File: config.mk
export PLATFORM = sky130hd
export DESIGN_NAME = vga_bounce_engine
export DESIGN_NICKNAME = d
export VERILOG_FILES = /design/src/rtl/vga_bounce_engine.sv
export SDC_FILE = /design/constraint.sdc
export NUM_CORES = 1
export LEC_CHECK = 0
export ABC_AREA = 1
export BUFFER_PORTS_ARGS = -buffer_cell sky130_fd_sc_hd__buf_2
export CORE_MARGIN = 1
export CORE_UTILIZATION = 52
export CTS_CLUSTER_DIAMETER = 200
export DETAILED_ROUTE_END_ITERATION = 10
export PLACE_DENSITY = 0.75
export SLEW_MARGIN = 20
export SYNTH_ARGS = -nofsm -noshare
export SYNTH_HDL_FRONTEND = slang
export SYNTH_SLANG_ARGS = --single-unit
File: constraint.sdc
create_clock -name clk -period 4.3 [get_ports clk]
set_input_delay 0.86 -clock clk [delete_from_list [all_inputs] [get_ports clk]]
set_output_delay 0.86 -clock clk [all_outputs]
set_load 0.01 [all_outputs]
File: src/rtl/vga_bounce_engine.sv
// vga_bounce_engine: parametrised VGA timing generator with a frame-synchronous bouncing sprite.
// Optional macro VGA_BOUNCE_BORDER_EN draws a one-pixel ~bg_color border around the active area.
`default_nettype none

module vga_bounce_engine #(
  parameter int H_ACTIVE = 640,
  parameter int H_FP     = 16,
  parameter int H_SYNC   = 96,
  parameter int H_BP     = 48,
  parameter int V_ACTIVE = 480,
  parameter int V_FP     = 10,
  parameter int V_SYNC   = 2,
  parameter int V_BP     = 33,
  parameter int CLK_DIV  = 4,
  parameter int RECT_W   = 32,
  parameter int RECT_H   = 24,
  parameter int CW       = 11,
  parameter int COLOR_W  = 8,
  parameter int SPD_W    = 4
) (
  input  logic               clk,
  input  logic               rst_n,
  input  logic [COLOR_W-1:0] rect_color,
  input  logic [COLOR_W-1:0] bg_color,
  input  logic [SPD_W-1:0]   speed,
  input  logic               pause,
  output logic               hsync,
  output logic               vsync,
  output logic               de,
  output logic [COLOR_W-1:0] color,
  output logic               frame_tick,
  output logic               corner_hit,
  output logic [15:0]        bounce_cnt
);

  localparam int H_TOTAL = H_ACTIVE + H_FP + H_SYNC + H_BP;
  localparam int V_TOTAL = V_ACTIVE + V_FP + V_SYNC + V_BP;
  localparam int DW      = (CLK_DIV > 1) ? $clog2(CLK_DIV) : 1;

  localparam logic [DW-1:0] DIV_LAST = DW'(CLK_DIV - 1);
  localparam logic [CW-1:0] H_LAST   = CW'(H_TOTAL - 1);
  localparam logic [CW-1:0] V_LAST   = CW'(V_TOTAL - 1);
  localparam logic [CW-1:0] HS_BEG   = CW'(H_ACTIVE + H_FP);
  localparam logic [CW-1:0] HS_END   = CW'(H_ACTIVE + H_FP + H_SYNC);
  localparam logic [CW-1:0] VS_BEG   = CW'(V_ACTIVE + V_FP);
  localparam logic [CW-1:0] VS_END   = CW'(V_ACTIVE + V_FP + V_SYNC);
  localparam logic [CW-1:0] H_ACT    = CW'(H_ACTIVE);
  localparam logic [CW-1:0] V_ACT    = CW'(V_ACTIVE);
  localparam logic [CW-1:0] H_EDGE   = CW'(H_ACTIVE - 1);
  localparam logic [CW-1:0] V_EDGE   = CW'(V_ACTIVE - 1);
  localparam logic [CW-1:0] X_MAX    = CW'(H_ACTIVE - RECT_W);
  localparam logic [CW-1:0] Y_MAX    = CW'(V_ACTIVE - RECT_H);
  localparam logic [CW:0]   RW       = (CW+1)'(RECT_W);
  localparam logic [CW:0]   RH       = (CW+1)'(RECT_H);

  logic [DW-1:0]      div;
  logic               pix_ce;
  logic [CW-1:0]      hcnt, vcnt;
  logic [CW-1:0]      pos_x, pos_y;
  logic               dir_x, dir_y;   // 0 = increasing, 1 = decreasing
  logic [CW-1:0]      nx_x, nx_y;
  logic               flip_x, flip_y, move;
  logic               in_rect, border, act;
  logic [COLOR_W-1:0] pix_color;

  // Returns {flip, new_pos}; CW+1 bit arithmetic so pos+speed cannot overflow.
  function automatic logic [CW:0] axis_step(input logic [CW-1:0] pos, input logic dir,
                                            input logic [SPD_W-1:0] spd, input logic [CW-1:0] lim);
    logic [CW:0] s;
    logic [CW:0] sum;
    s   = (CW+1)'(spd);
    sum = {1'b0, pos} + s;
    if (!dir) begin
      if (sum >= {1'b0, lim}) axis_step = {1'b1, lim};
      else                    axis_step = {1'b0, sum[CW-1:0]};
    end else begin
      if ({1'b0, pos} <= s)   axis_step = {1'b1, {CW{1'b0}}};
      else                    axis_step = {1'b0, pos - s[CW-1:0]};
    end
  endfunction

  assign pix_ce     = (div == DIV_LAST);
  assign frame_tick = pix_ce && (hcnt == H_LAST) && (vcnt == V_EDGE);
  assign move       = frame_tick && !pause && (speed != '0);
  assign act        = (hcnt < H_ACT) && (vcnt < V_ACT);
  assign in_rect    = ({1'b0, hcnt} >= {1'b0, pos_x}) && ({1'b0, hcnt} < {1'b0, pos_x} + RW) &&
                      ({1'b0, vcnt} >= {1'b0, pos_y}) && ({1'b0, vcnt} < {1'b0, pos_y} + RH);

`ifdef VGA_BOUNCE_BORDER_EN
  assign border = (hcnt == '0) || (hcnt == H_EDGE) || (vcnt == '0) || (vcnt == V_EDGE);
`else
  assign border = 1'b0;
`endif

  always_comb begin
    {flip_x, nx_x} = axis_step(pos_x, dir_x, speed, X_MAX);
    {flip_y, nx_y} = axis_step(pos_y, dir_y, speed, Y_MAX);
    pix_color = '0;
    if (act) begin
      if (in_rect)     pix_color = rect_color;
      else if (border) pix_color = ~bg_color;
      else             pix_color = bg_color;
    end
  end

  always_ff @(posedge clk or negedge rst_n) begin
    if (!rst_n) begin
      div        <= '0;
      hcnt       <= '0;
      vcnt       <= '0;
      pos_x      <= '0;
      pos_y      <= '0;
      dir_x      <= 1'b0;
      dir_y      <= 1'b0;
      hsync      <= 1'b1;
      vsync      <= 1'b1;
      de         <= 1'b0;
      color      <= '0;
      corner_hit <= 1'b0;
      bounce_cnt <= '0;
    end else begin
      corner_hit <= 1'b0;
      div        <= pix_ce ? '0 : div + 1'b1;
      if (pix_ce) begin
        // Outputs use the pre-increment counters: one pixel of latency, all aligned.
        hsync <= !((hcnt >= HS_BEG) && (hcnt < HS_END));
        vsync <= !((vcnt >= VS_BEG) && (vcnt < VS_END));
        de    <= act;
        color <= pix_color;
        if (hcnt == H_LAST) begin
          hcnt <= '0;
          vcnt <= (vcnt == V_LAST) ? '0 : vcnt + 1'b1;
        end else begin
          hcnt <= hcnt + 1'b1;
        end
      end
      if (move) begin
        pos_x <= nx_x;
        pos_y <= nx_y;
        if (flip_x) dir_x <= ~dir_x;
        if (flip_y) dir_y <= ~dir_y;
        if (flip_x || flip_y) bounce_cnt <= bounce_cnt + 16'd1;
        corner_hit <= flip_x && flip_y;
      end
    end
  end

endmodule

`default_nettype wire

==> summary.md <==
| Metric | Value |
|---|---|
| Clock skew | `0.0114 ns` |
| Final Cycle Share | `84.5%` |
| CTS tree | `built` |
| Post-Place Cell Area | `7010 µm²` |
| CP endpoint kind | `primary output` |
| Hold_ws | `around 0.43 ns` |
| Vias in the first global route | `around 5,800` |
| Antenna Diode Count | `0` |
| Post-cts sizing count | `0` |
| Max Slew Vio Count | `0` |
| Post-Route WL | `16.1 mm` |
| Setup repair bufs after CTS | `0` |
| CP bufs+invs | `3` |
| CP delay by family, top | `simple AND/OR/NAND/NOR gates` |
| Worst hold path type | `reg2reg` |
| Clock transition at the registers of the reported paths | `0.07 ns` |
| Initial antenna violation count | `0` |
| H-tree levels | `3` |
| Worst Path Arrival | `2.77 ns` |
| Avg Cell Area, Syn | `7.03 µm²` |
| Clk Latency, worst-skew pair | `~0.35 ns` |
| Final setup vio count | `0` |
| Fmax | `~280 MHz` |
| Total power | `1.65 mW` |
| Most used cell, CP | `inv_1` |
| Cts bufs inserted | `9` |
| Via count | `6,305` |
| Io pins | `52` |
| Syn. warnings | `0` |
| Hold-fix buffers, CTS | `0` |
| Die ar. | `13,300 µm²` |
| P&R area growth vs syn | `9.46%` |
| Cells after synthesis | `952` |
| Initial DRC Count | `around 430` |
| Pin count of the biggest net entering global routing | `77` |
| CP Cell Sequence | `ha_1 -> inv_1 -> nor2_2 -> nand3_1 -> nor3_2 -> inv_1 -> nor3_1 -> buf_2` |
| Netlist Area Pre-Place | `6700 µm²` |
| Hold Path End | `div[0]` |
| Critical Path Fanout Max | `16` |
| Yosys cell types | `49` |
| GPL Wtd Cong | `about 0.96` |
| CP peak stage delay | `0.41 ns` |
| Post-route cell area | `7330 µm²` |
| Outcome | `finished, final reports clean` |
| Worst vdd ir | `159 µV` |
| Hold Path Origin | `div[0]` |
| PwrDens | `around 230 nW/µm²` |
| Global route overflow | `0` |
| Register area share after synthesis | `28.4%` |
| Worst R2R Start | `pos_y[4]` |
| Lkg Pwr | `3.70 nW` |
| Final HPWL from detailed placement | `12.3 mm` |
| Register Area | `1900 µm²` |
| Crit path kind | `reg2out` |
| Number of max-cap violations | `0` |
| Antenna-violating nets left | `0` |
| Root buffer cell | `clkbuf_16` |
| Fin nets | `1,079` |
| Setup crit start kind | `flip-flop` |
| Core ar. | `12,600 µm²` |
| Fin. Hold Viols | `0` |
| Gr usage total | `26.1%` |
| Required time worst endpoint | `3.44 ns` |
| Slowest-stage cell, CP | `ha_1` |
| Share of layout cells above drive strength 1 | `12.3%` |
| Die width | `about 120 µm` |
| Yosys reg bits | `76` |
| Via density | `5.39` |
| Chip height | `115 µm` |
| Sink Count | `76` |
| Worst Hold Depth | `1` |
| RSZ-0062 raised after global routing | `no` |
| TritonRoute pass-1 iters | `5` |
| Number of remaining DRC errors | `0` |
| First-pass GRT wire length | `27.3 mm` |
| I/O Buffers | `51` |
| Clock Path Buffers | `2` |
| FF-to-FF End | `color[3]` |
| R2r setup slk | `1.01 ns` |
| Fillers | `1,182` |
| Worst slew margin | `34.9%` |
| Area of the multi-input gates | `4070 µm²` |
| DR WL/cell | `between 10 and 15 µm` |
| Starting Density | `a little over half` |
| Worst-Margin Slew | `between 0.9 and 1 ns` |
| Core Rows | `41` |
| Final setup TNS | `0 ns` |
| Reg2Reg Depth | `16` |
| Mapped Nets | `1,039` |
| Tmin final | `between 3 and 4 ns` |
[layout make-up]
cell class | instances | share of cell area [%]
flip-flops and latches | 76 | 26.0
repair buffers | 52 | 3.62
inverters | 148 | 7.63
multi-input cells | 705 | 55.5
clock inverters | 7 | 1.25
well taps | 172 | 2.94
clock buffers | 9 | 3.07
[registers in the layout, summed over array words and instances, names as in the netlist]
signal,flops
dir_x,1
vcnt,11
pos_x,11
pos_y,11
de,1
hsync,1
color,8
dir_y,1
div,2
corner_hit,1
vsync,1
hcnt,11
bounce_cnt,16
[routing by layer]
metal	up-vias	track usage (%)	share of wire, %
li1	3209	-	-
met1	2890	35.6	47
met2	185	43.0	46
met3	21	3.66	5.1
met4	0	7.62	1.8
met5	-	0	0
[through the flow]
step | util, % | worst slack [ns] | instances
after floorplan | - | 1.44 | 952
after global placement | 55.8 | 0.789 | 1153
after detailed placement | 55.8 | 0.701 | 1153
after CTS | 58.3 | 0.631 | 1169
after global routing | 58.3 | 0.401 | 1169
final | 58.3 | 0.666 | 1169
[worst reg2reg max path, cell delays in order, from the launching register on]
cell     delay [ns]
dfrtp_1        0.55
inv_1          0.20
ha_1           0.26
nor2_1         0.24
inv_1          0.08
o21ai_0        0.13
o21ai_0        0.11
ha_1           0.30
a21oi_1        0.12
o21ai_0        0.10
nor2_1         0.12
o21ai_1        0.14
nor2_2         0.35
nand2_1        0.26
nand2_1        0.11
nand3_1        0.09
nand2_1        0.08
[Yosys cell counts (all sizes together)]
cell,n,area [µm²]
nand2,236,906
a21oi,52,268
nor3b,1,7.51
o2111ai,1,8.76
o21bai,2,15.0
a22oi,9,67.6
dfstp,2,52.6
a31oi,5,31.3
clkbuf,5,18.8
o21a,4,30.0
xor2,19,166
nand4,20,140
a21boi,3,22.5
nor2,81,354
nand2b,1,6.26
clkinv,4,16.3
o21ai,39,195
buf,18,145
and3b,1,8.76
nor4,14,87.6
ha,60,751
nor3,31,181
nand3,109,646
xnor2,3,26.3
fa,4,80.1
o2bb2ai,1,8.76
o31ai,1,7.51
or2,3,18.8
dfrtp,74,1850
inv,144,543
and3,3,18.8
a211oi,2,15.0
[report_power, final]
| group | total [mW] | switching (mW) | internal (mW) | leakage [nW] |
|---|---|---|---|---|
| Clock | 0.814 | 0.347 | 0.467 | 0.154 |
| Sequential | 0.721 | 0.00191 | 0.719 | 0.892 |
| Combinational | 0.119 | 0.0792 | 0.0395 | 2.66 |
| Total | 1.65 | 0.428 | 1.22 | 3.70 |
[cell usage in the layout, fill, tap and decap left out, types with 2 or more instances in the layout]
cell,synthesis,layout
nor2_1,69,69
inv_1,137,137
nand3_4,2,2
a31oi_1,5,5
nand4_1,19,19
clkbuf_16,0,9
xor2_1,19,19
and3_1,3,3
o21ai_1,2,2
or2_2,3,3
o21ai_0,37,37
nor2_4,4,4
nor4_1,14,14
ha_1,60,60
o21bai_1,2,2
inv_8,0,4
nand2_2,5,5
dfstp_2,2,2
xnor2_1,3,3
nand3_2,15,15
fa_1,4,4
a22oi_1,9,9
inv_2,6,6
a21oi_1,50,50
nor3_1,27,27
nand3_1,92,92
dfrtp_1,74,74
buf_2,4,50
a211oi_1,2,2
nor2_2,8,8
clkinv_1,3,3
o21a_1,4,4
nand2_1,230,230
a21oi_2,2,2
buf_4,11,2
nor3_2,3,3
a21boi_0,3,3
[cells by family after synthesis]
| kind of cell | count (synthesis) | synth area share [%] |
|---|---|---|
| simple gates | 500 | 35.5 |
| buf+inv | 171 | 10.8 |
| compound gates | 119 | 10.0 |
| flops | 76 | 28.4 |
| fa+ha+maj | 64 | 12.4 |
| xor+xnor | 22 | 2.88 |
[worst max path at each step]
stage / slack [ns] / to / cells past startpoint / start
global placement: 0.79 / bounce_cnt[3] / 18 / speed[0]
CTS: 0.63 / frame_tick / 8 / div[0]
global route: 0.40 / frame_tick / 8 / div[0]
floorplan: 1.44 / bounce_cnt[5] / 19 / speed[0]
finish: 0.67 / frame_tick / 8 / div[0]
detailed placement: 0.70 / bounce_cnt[7] / 18 / speed[0]
Note: power is estimated with default switching activity, not from simulation.
